`src/rtl/sdram_ctrl_cmd.sv`:
```
`default_nettype none
// ============================================================================
// Module  : sdram_ctrl_cmd
// Brief   : SDRAM command engine - power-up init, periodic auto-refresh and
//           single-word auto-precharge accesses on a registered 32-bit bus.
//           Optional macro SDRAM_CTRL_DQ_INREG_EN adds a DQ input register
//           (read capture and finish move one cycle later).
//           The refresh status output is named 'refresh' (ref is reserved).
// Rev     : 1.0  initial release
// ============================================================================
module sdram_ctrl_cmd #(
  parameter int T_INIT       = 20000,
  parameter int T_RP         = 2,
  parameter int T_RFC        = 7,
  parameter int T_MRD        = 2,
  parameter int T_RCD        = 2,
  parameter int T_WR         = 2,
  parameter int CAS_LAT      = 2,
  parameter int REF_INTERVAL = 780
) (
  input  logic        clk,
  input  logic        rst,
  input  logic        acc,
  input  logic        we,
  input  logic [1:0]  ba,
  input  logic [12:0] row_addr,
  input  logic [8:0]  col_addr,
  input  logic [31:0] data,
  input  logic [3:0]  mask,
  output logic [31:0] rd_data,
  output logic        finish,
  output logic        busy,
  output logic        refresh,
  output logic        sdram_cke,
  output logic        sdram_cs_n,
  output logic        sdram_ras_n,
  output logic        sdram_cas_n,
  output logic        sdram_we_n,
  output logic [1:0]  sdram_ba,
  output logic [12:0] sdram_a,
  output logic [3:0]  sdram_dqm,
  output logic [31:0] sdram_dq_o,
  output logic        sdram_dq_oe,
  input  logic [31:0] sdram_dq_i
);

  localparam logic [3:0] c_cmd_nop   = 4'b0111;
  localparam logic [3:0] c_cmd_act   = 4'b0011;
  localparam logic [3:0] c_cmd_read  = 4'b0101;
  localparam logic [3:0] c_cmd_write = 4'b0100;
  localparam logic [3:0] c_cmd_pre   = 4'b0010;
  localparam logic [3:0] c_cmd_ref   = 4'b0001;
  localparam logic [3:0] c_cmd_mrs   = 4'b0000;

  localparam logic [2:0]  c_cl         = 3'(CAS_LAT);
  localparam logic [12:0] c_mode       = {6'b000000, c_cl, 4'b0000};
  localparam logic [15:0] c_t_init     = 16'(T_INIT);
  localparam logic [15:0] c_t_rp_m1    = 16'(T_RP - 1);
  localparam logic [15:0] c_t_rfc_m1   = 16'(T_RFC - 1);
  localparam logic [15:0] c_t_rfc_m2   = 16'(T_RFC - 2);
  localparam logic [15:0] c_t_mrd_m1   = 16'(T_MRD - 1);
  localparam logic [15:0] c_t_rcd_m1   = 16'(T_RCD - 1);
  localparam logic [15:0] c_t_wr_m1    = 16'(T_WR - 1);
  localparam logic [15:0] c_ref_int_m1 = 16'(REF_INTERVAL - 1);

  typedef enum logic [3:0] {
    S_INIT_WAIT, S_INIT_PRE, S_INIT_REF1, S_INIT_REF2, S_INIT_MRS,
    S_IDLE, S_REFRESH, S_ACTIVE, S_WR_WAIT, S_RD_WAIT, S_RECOVER
  } state_t;

  state_t      r_state;
  logic [15:0] r_cnt;
  logic [15:0] r_tmr;
  logic        r_tmr_en;
  logic        r_ref_pending;
  logic        r_we;
  logic [1:0]  r_ba;
  logic [8:0]  r_col;
  logic [31:0] r_data;
  logic [3:0]  r_mask;
  logic [31:0] w_dq_src;
  logic        w_tmr_expire;

`ifdef SDRAM_CTRL_DQ_INREG_EN
  localparam logic [15:0] c_rd_cap = 16'(CAS_LAT);
  logic [31:0] r_dq_in;
  always_ff @(posedge clk) begin
    if (!rst) r_dq_in <= '0;
    else      r_dq_in <= sdram_dq_i;
  end
  assign w_dq_src = r_dq_in;
`else
  localparam logic [15:0] c_rd_cap = 16'(CAS_LAT - 1);
  assign w_dq_src = sdram_dq_i;
`endif
  localparam logic [15:0] c_rd_fin = c_rd_cap + 16'd1;

  assign w_tmr_expire = r_tmr_en && (r_tmr == c_ref_int_m1);
  assign refresh      = r_ref_pending || (r_state == S_REFRESH);

  always_ff @(posedge clk) begin
    if (!rst) begin
      r_state       <= S_INIT_WAIT;
      r_cnt         <= '0;
      r_tmr         <= '0;
      r_tmr_en      <= 1'b0;
      r_ref_pending <= 1'b0;
      r_we          <= 1'b0;
      r_ba          <= '0;
      r_col         <= '0;
      r_data        <= '0;
      r_mask        <= '0;
      rd_data       <= '0;
      finish        <= 1'b0;
      busy          <= 1'b1;
      sdram_cke     <= 1'b0;
      {sdram_cs_n, sdram_ras_n, sdram_cas_n, sdram_we_n} <= 4'b1111;
      sdram_ba      <= '0;
      sdram_a       <= '0;
      sdram_dqm     <= 4'hF;
      sdram_dq_o    <= '0;
      sdram_dq_oe   <= 1'b0;
    end else begin
      sdram_cke <= 1'b1;
      {sdram_cs_n, sdram_ras_n, sdram_cas_n, sdram_we_n} <= c_cmd_nop;
      finish    <= 1'b0;

      case (r_state)
        S_INIT_WAIT: begin
          if (r_cnt == c_t_init) begin
            {sdram_cs_n, sdram_ras_n, sdram_cas_n, sdram_we_n} <= c_cmd_pre;
            sdram_a <= 13'h0400;
            r_cnt   <= '0;
            r_state <= S_INIT_PRE;
          end else r_cnt <= r_cnt + 16'd1;
        end
        S_INIT_PRE: begin
          if (r_cnt == c_t_rp_m1) begin
            {sdram_cs_n, sdram_ras_n, sdram_cas_n, sdram_we_n} <= c_cmd_ref;
            r_cnt   <= '0;
            r_state <= S_INIT_REF1;
          end else r_cnt <= r_cnt + 16'd1;
        end
        S_INIT_REF1: begin
          if (r_cnt == c_t_rfc_m1) begin
            {sdram_cs_n, sdram_ras_n, sdram_cas_n, sdram_we_n} <= c_cmd_ref;
            r_cnt   <= '0;
            r_state <= S_INIT_REF2;
          end else r_cnt <= r_cnt + 16'd1;
        end
        S_INIT_REF2: begin
          if (r_cnt == c_t_rfc_m1) begin
            {sdram_cs_n, sdram_ras_n, sdram_cas_n, sdram_we_n} <= c_cmd_mrs;
            sdram_a  <= c_mode;
            sdram_ba <= 2'b00;
            r_cnt    <= '0;
            r_state  <= S_INIT_MRS;
          end else r_cnt <= r_cnt + 16'd1;
        end
        S_INIT_MRS: begin
          if (r_cnt == c_t_mrd_m1) begin
            busy     <= 1'b0;
            r_tmr    <= '0;
            r_tmr_en <= 1'b1;
            r_state  <= S_IDLE;
          end else r_cnt <= r_cnt + 16'd1;
        end
        S_IDLE: begin
          r_cnt <= '0;
          if (r_ref_pending) begin
            {sdram_cs_n, sdram_ras_n, sdram_cas_n, sdram_we_n} <= c_cmd_ref;
            busy    <= 1'b1;
            r_state <= S_REFRESH;
          end else if (acc) begin
            {sdram_cs_n, sdram_ras_n, sdram_cas_n, sdram_we_n} <= c_cmd_act;
            sdram_a  <= row_addr;
            sdram_ba <= ba;
            r_we     <= we;
            r_ba     <= ba;
            r_col    <= col_addr;
            r_data   <= data;
            r_mask   <= mask;
            busy     <= 1'b1;
            r_state  <= S_ACTIVE;
          end else busy <= w_tmr_expire;
        end
        // The IDLE cycle that follows is the last cycle of tRFC, so the exit
        // comes one count early to keep REF-to-next-command at T_RFC.
        S_REFRESH: begin
          if (r_cnt == c_t_rfc_m2) begin
            r_ref_pending <= 1'b0;
            busy          <= w_tmr_expire;
            r_state       <= S_IDLE;
          end else r_cnt <= r_cnt + 16'd1;
        end
        S_ACTIVE: begin
          if (r_cnt == c_t_rcd_m1) begin
            sdram_a  <= {2'b00, 1'b1, 1'b0, r_col};
            sdram_ba <= r_ba;
            r_cnt    <= '0;
            if (r_we) begin
              {sdram_cs_n, sdram_ras_n, sdram_cas_n, sdram_we_n} <= c_cmd_write;
              sdram_dq_o  <= r_data;
              sdram_dq_oe <= 1'b1;
              sdram_dqm   <= r_mask;
              r_state     <= S_WR_WAIT;
            end else begin
              {sdram_cs_n, sdram_ras_n, sdram_cas_n, sdram_we_n} <= c_cmd_read;
              sdram_dqm <= 4'h0;
              r_state   <= S_RD_WAIT;
            end
          end else r_cnt <= r_cnt + 16'd1;
        end
        S_WR_WAIT: begin
          sdram_dq_oe <= 1'b0;
          sdram_dqm   <= 4'hF;
          if (r_cnt == c_t_wr_m1) begin
            finish  <= 1'b1;
            r_cnt   <= '0;
            r_state <= S_RECOVER;
          end else r_cnt <= r_cnt + 16'd1;
        end
        S_RD_WAIT: begin
          if (r_cnt == c_rd_fin) begin
            finish    <= 1'b1;
            sdram_dqm <= 4'hF;
            r_cnt     <= '0;
            r_state   <= S_RECOVER;
          end else begin
            if (r_cnt == c_rd_cap) rd_data <= w_dq_src;
            r_cnt <= r_cnt + 16'd1;
          end
        end
        S_RECOVER: begin
          if (r_cnt == c_t_rp_m1) begin
            busy    <= r_ref_pending || w_tmr_expire;
            r_state <= S_IDLE;
          end else r_cnt <= r_cnt + 16'd1;
        end
        default: r_state <= S_INIT_WAIT;
      endcase

      // Placed after the FSM so a new expiry wins over the REFRESH clear.
      if (r_tmr_en) begin
        if (w_tmr_expire) begin
          r_tmr         <= '0;
          r_ref_pending <= 1'b1;
        end else r_tmr <= r_tmr + 16'd1;
      end
    end
  end

endmodule
`default_nettype wire

```
`config.mk`:
```
export PLATFORM = sky130hd
export DESIGN_NAME = sdram_ctrl_cmd
export DESIGN_NICKNAME = d
export VERILOG_FILES = /design/src/rtl/sdram_ctrl_cmd.sv
export SDC_FILE = /design/constraint.sdc
export NUM_CORES = 1
export LEC_CHECK = 0
export CORE_UTILIZATION = 35
export CTS_CLUSTER_DIAMETER = 100
export CTS_CLUSTER_SIZE = 8
export DETAILED_ROUTE_END_ITERATION = 6
export PLACE_DENSITY = 0.69
export SLEW_MARGIN = 20
export SYNTH_ARGS = -nofsm -noshare
export SYNTH_HDL_FRONTEND = slang
export SYNTH_SLANG_ARGS = --single-unit
```
`constraint.sdc`:
```
create_clock -name clk -period 4.17 [get_ports clk]
set_input_delay 1.251 -clock clk [delete_from_list [all_inputs] [get_ports clk]]
set_output_delay 1.251 -clock clk [all_outputs]
set_load 0.02 [all_outputs]
```
==> results of run 1 <==
[cell type report]
cell class	instances	area, um^2	share of cell area (%)
Clock buffer	17	425	4.15
Clock inverter	15	164	1.60
Inverter	10	40.0	0.391
Multi-Input combinational cell	726	3710	36.2
Sequential cell	177	3540	34.6
Tap cell	275	344	3.36
Timing Repair Buffer	204	2020	19.8
[routing by layer]
metal	part of all wire (%)	global-route usage, %	wire length, um
met2	46	30.5	9840
met5	0	0	0
met4	2.1	6.94	453
met1	45	24.3	9530
met3	6.4	4.56	1350
[metrics by stage]
stage / power, W / hold WS, ns / area (um^2) / setup WS [ns] / std cells
floorplan: 0.00209 / 0.436 / 7570 / 1.66 / 983
global placement: 0.00229 / 0.437 / 9660 / 0.903 / 1392
detailed placement: 0.00229 / 0.442 / 9660 / 0.858 / 1392
CTS: 0.00386 / 0.452 / 10200 / 0.455 / 1424
global route: 0.00398 / 0.463 / 10200 / 0.318 / 1424
finish: 0.00383 / 0.449 / 10200 / 0.430 / 1424
[placed cells by master, fill, tap and decap left out, drive strengths merged, types with 4 or more instances in the layout]
cell	instances
nand3	43
or3	6
a21oi	148
ha	5
nor2b	8
nand4	11
dfxtp	177
clkinv	5
or4	5
nor3	17
mux2i	5
clkdlybuf4s50	187
o21ai	18
nor2	42
o32ai	10
a211oi	4
nor4	9
a31oi	14
clkbuf	17
nand2b	8
or2	4
buf	17
nand2	289
and3	9
a22oi	11
o211ai	10
and4	4
inv	17
[state kept, by name, summed over array words and instances, names as in the netlist, 2 cells and up]
signal	flops
r_ba	2
rd_data	32
sdram_dq_o	32
r_mask	4
sdram_ba	2
sdram_a	13
r_state	4
sdram_dqm	4
r_col	9
r_data	32
r_cnt	16
r_tmr	16
[critical path, stage by stage (launching register included)]
cell and delay, ns:
dfxtp_1 0.80, nand2b_1 0.31, o21bai_1 0.30, clkdlybuf4s50_1 0.65
[logic make-up after synthesis]
kind of cell / synth area share (%)
mux: 0.810
fa+ha+maj: 0.827
flops: 46.8
buf+inv: 4.22
compound gates: 19.1
simple gates: 28.3
[path summary, 6_finish.rpt]
kind                                    start       endpoint  slack (ns)  depth (start not counted)
worst min-delay path            sdram_dq_o[4]  sdram_dq_o[4]        0.45                          2
worst max-delay path               r_state[2]        refresh        0.43                          3
worst max register to register       r_cnt[0]    sdram_a[10]        1.06                          8
worst min register to register  sdram_dq_o[4]  sdram_dq_o[4]        0.45                          2
[report_power, final]
group	total [W]	switching, W	internal [W]
logic	0.000517	0.000292	0.000225
clock network	0.00157	0.000767	0.000803
registers	0.00174	0.0000258	0.00171
==> results by group, run 1 <==
Logic synthesis
  – Syn Nets: 1,084
  – Unique masters post-synth: 64
  – Dominant cells by area after synthesis: dfxtp_1 (47%), nand2_1 (14%), a21oi_1 (9.7%)
  – Total number of yosys warnings: 0
  – Most frequent cell after synthesis: nand2_1
  – Flop and latch count out of synthesis: 177
  – Synth async-reset ratio: 0%
  – Yosys top cell area share: 46.8%
  – Synth top cells by count: nand2_1 (289), dfxtp_1 (177), a21oi_1 (147)
  – Mean Syn Cell Area: 7.70 um^2
  – Synth area leader: dfxtp_1
  – Syn Inst Count: 983
  – Predominant post-synthesis flop cell: dfxtp_1
  – Post-Syn Area: 0.00757 mm^2
  – Post-synth EDFFs: 0
  – Post-synthesis sequential area ratio: 46.8%

Global route
  – Vias in the first global route: 6,668
  – First-pass GRT wire length: 33.5 mm
  – Initial antenna violation count: 0
  – Largest net degree at the start of global routing: 61
  – Total track usage: 18.9%
  – Grt ovf: 0

STA
  – Minimum clock period: 3.74 ns
  – F_max: 267 MHz
  – Slew margin rel.: 29.7%
  – Setup TNS: 0 ns
  – RSZ-0062 raised after global routing: no
  – Worst slew pin tran: 1.05 ns
  – Max-slew violation count: 0
  – Clock skew: 0.0167 ns
  – Final period utilization: 89.7%
  – Final Hold Fails: 0
  – # setup viols final: 0

Drt
  – Final wirelength: 21.2 mm
  – Vias: 7,403
  – DRC viols: 0
  – Routed Antenna Nets: 0
  – First-pass DRT Iterations: 7
  – Initial DRC count: 492
  – DR WL/cell: 14.9 um
  – Vias per Instance: 5.20

CTS
  – H-tree level count: 4
  – CTS sink cnt: 177
  – CTS clk-pin slew, worst paths: 0.08 ns
  – Setup Buffers After CTS: 0
  – Root buffer cell: clkbuf_16
  – CTS resizes: 0
  – Clock tree buffer depth: 2
  – Hold Buf Count CTS: 0
  – Inserted Clock Buffers: 17
  – CTS tree: built
  – Clock latency on the worst-skew pair: 0.44 ns

Floorplanning
  – Core area: 0.0211 mm^2
  – Die Wd: 149 um
  – I/O pin cnt: 188
  – Die Y: 149 um
  – Standard-cell rows: 53
  – Initial core utilization: 35.9%
  – Die Area: 0.0222 mm^2

Cells and area
  – Area Growth Syn to Fin: 35.4%
  – Nets: 1,237
  – Fillers: 2,099
  – Share of layout cells above drive strength 1: 5.92%
  – Util after Layout: 48.6%
  – Ant diodes: 0

Pwr
  – Peak supply drop: 0.244 mV
  – LEAKAGE: 3.37 nW
  – PD cells: 373 mW/mm^2

Status
  – Status: complete, no violations

Setup path
  – Critical Path Sink Type: output pin
  – Startpoint Class: register
  – Worst endpoint required time: 2.92 ns
  – Max FO, Critical Path: 25
  – CP Class: register to output pin
  – Data arrival, critical path: 2.49 ns

Placed design
  – Buffers on Ports: 187
  – DP HPWL: 14.2 mm
  – RD Place Congestion: 0.852

Job
  – Maxcap violations: 0

Min path
  – HP Class: register to register
Note: power is estimated with default switching activity, not from simulation.
==> run 2, diff against run 1 <==
--- a/config.mk
+++ b/config.mk
@@ -9,6 +9,7 @@
 export CTS_CLUSTER_DIAMETER = 100
 export CTS_CLUSTER_SIZE = 8
 export DETAILED_ROUTE_END_ITERATION = 6
+export MAX_ROUTING_LAYER = met4
 export PLACE_DENSITY = 0.69
 export SLEW_MARGIN = 20
 export SYNTH_ARGS = -nofsm -noshare
==> results by group, run 2 (synthesis results as in run 1) <==
Status
  – Status: complete, no violations

Floorplanning
  – Die Wd: 149 um (unchanged)
  – Initial core utilization: 35.9% (unchanged)
  – Die Y: 149 um (unchanged)
  – Die Area: 0.0222 mm^2 (unchanged)
  – Standard-cell rows: 53 (unchanged)
  – I/O pin cnt: 188 (unchanged)
  – Core area: 0.0211 mm^2 (unchanged)

Cells and area
  – Most common cell after layout, fill and taps aside: nand2_1
  – Regs by FF count: r_data: 32 flops, rd_data: 32 flops, sdram_dq_o: 32 flops
  – Ant diodes: 0 (unchanged)
  – Register Area: 0.00354 mm^2 (unchanged)
  – Final Instance Area: 0.0102 mm^2 (unchanged)
  – Area Growth Syn to Fin: 35.4% (unchanged)
  – Fillers: 2,099 (unchanged)
  – Util after Layout: 48.6% (unchanged)
  – Nets: 1,237 (unchanged)
  – Post-route insts no fill: 1,424 (unchanged)
  – Multi-input logic area: 0.00371 mm^2 (unchanged)
  – Share of layout cells above drive strength 1: 5.92% (unchanged)
  – Most frequent cells in the layout: nand2_1 (289), clkdlybuf4s50_1 (187), dfxtp_1 (177)

Global route
  – Total track usage: 19.4% (+0.58 points)
  – Largest net degree at the start of global routing: 61 (unchanged)
  – Initial antenna violation count: 0 (unchanged)
  – First-pass GRT wire length: 33.5 mm (about the same)
  – Vias in the first global route: 6,665 (-0.045%)
  – Grt ovf: 0 (unchanged)

STA
  – Worst slew pin tran: 1.08 ns (+0.0276 ns)
  – # setup viols final: 0 (unchanged)
  – Final period utilization: 89.3% (-0.42 points)
  – F_max: 269 MHz (+0.47%)
  – RSZ-0062 raised after global routing: no
  – Setup TNS: 0 ns (unchanged)
  – Setup ws final: 0.447 ns (+0.0174 ns)
  – Final Hold Fails: 0 (unchanged)
  – Clock skew: 0.0163 ns (-0.000416 ns)
  – Slew margin rel.: 27.9% (-1.8 points)
  – Max-slew violation count: 0 (unchanged)
  – Minimum clock period: 3.72 ns (-0.0174 ns)

CTS
  – CTS resizes: 0 (unchanged)
  – Clock latency on the worst-skew pair: 0.43 ns (about the same)
  – H-tree level count: 4 (unchanged)
  – CTS sink cnt: 177 (unchanged)
  – CTS tree: built
  – Root buffer cell: clkbuf_16
  – Setup Buffers After CTS: 0 (unchanged)
  – Hold Buf Count CTS: 0 (unchanged)
  – Clock tree buffer depth: 2 (unchanged)
  – Inserted Clock Buffers: 17 (unchanged)
  – CTS clk-pin slew, worst paths: 0.07 ns (about the same)

Pwr
  – PD cells: 373 mW/mm^2 (about the same)
  – LEAKAGE: 3.37 nW (unchanged)
  – Peak supply drop: 0.244 mV (about the same)

Setup path
  – Worst reg2reg setup slack: 1.08 ns (+0.02 ns)
  – Max FO, Critical Path: 25 (unchanged)
  – Critical Path Sink: refresh
  – Startpoint Class: register
  – Critical Path Sink Type: output pin
  – Reg2reg start: r_cnt[0]
  – Reg2reg end: sdram_a[10]
  – Worst setup startpoint: r_state[2]
  – CP Class: register to output pin
  – Data arrival, critical path: 2.47 ns (-0.02 ns)
  – Worst endpoint required time: 2.92 ns (about the same)
  – Reg2Reg Depth: 8 (unchanged)

Min path
  – HP Class: register to register

Placed design
  – DP HPWL: 14.2 mm (unchanged)
  – Buffers on Ports: 187 (unchanged)
  – Placed cells: 1,392 (unchanged)
  – Setup Slack @ Placement: 0.858 ns (unchanged)
  – Cell area after placement: 0.00966 mm^2 (unchanged)
  – RD Place Congestion: 0.865 (+1.6%)

Drt
  – Vias: 7,427 (+0.32%)
  – Final wirelength: 21.1 mm (-0.43%)
  – DRC viols: 0 (unchanged)
  – DR WL/cell: 14.8 um (-0.43%)
  – Vias per Instance: 5.22 (+0.32%)
  – Routed Antenna Nets: 0 (unchanged)
  – First-pass DRT Iterations: 5 (-2)
  – Initial DRC count: 450 (-8.5%)

Job
  – Maxcap violations: 0 (unchanged)
==> run 2: final cells by class <==
class                   instances  area share, %
inverters                      10          0.391
clock inverters                15           1.60
repair buffers                204           19.8
flip-flops and latches        177           34.6
clock buffers                  17           4.15
multi-input cells             726           36.2
well taps                     275           3.36
==> run 2: worst min-delay path by stage <==
stage	start	end	slack [ns]	cells past startpoint
after global placement	rd_data[17]	rd_data[17]	0.44	2
after CTS	rd_data[30]	rd_data[30]	0.45	2
after global routing	r_data[10]	sdram_dq_o[10]	0.46	2
after floorplan	r_col[0]	r_col[0]	0.44	2
final	rd_data[31]	rd_data[31]	0.45	2
after detailed placement	sdram_dq_o[11]	sdram_dq_o[11]	0.44	2
==> run 2: layer usage <==
metal  routed length (um)  track usage [%]  share of wire [%]  vias up
met5                    0                -                  0        -
met4                  429             6.94                2.0        0
met3                 1450             4.56                6.9       25
met2                 9850             30.6                 47      248
met1                 9350             24.3                 44     3437
li1                     -                -                  -     3717
==> run 2: where the power goes <==
part           internal, W  switching, W
Clock             0.000804      0.000768
Sequential         0.00171     0.0000260
Combinational     0.000225      0.000292
==> run 2: worst max-delay path, cell delays in order, from the launching register on <==
cell	delay, ns
dfxtp_1	0.79
nand2b_1	0.31
o21bai_1	0.30
clkdlybuf4s50_1	0.65
==> run 2: stage by stage <==
step | hold WS (ns) | power (W)
floorplan | 0.436 | 0.00209
global placement | 0.437 | 0.00229
detailed placement | 0.442 | 0.00229
CTS | 0.452 | 0.00386
global route | 0.463 | 0.00398
finish | 0.450 | 0.00383
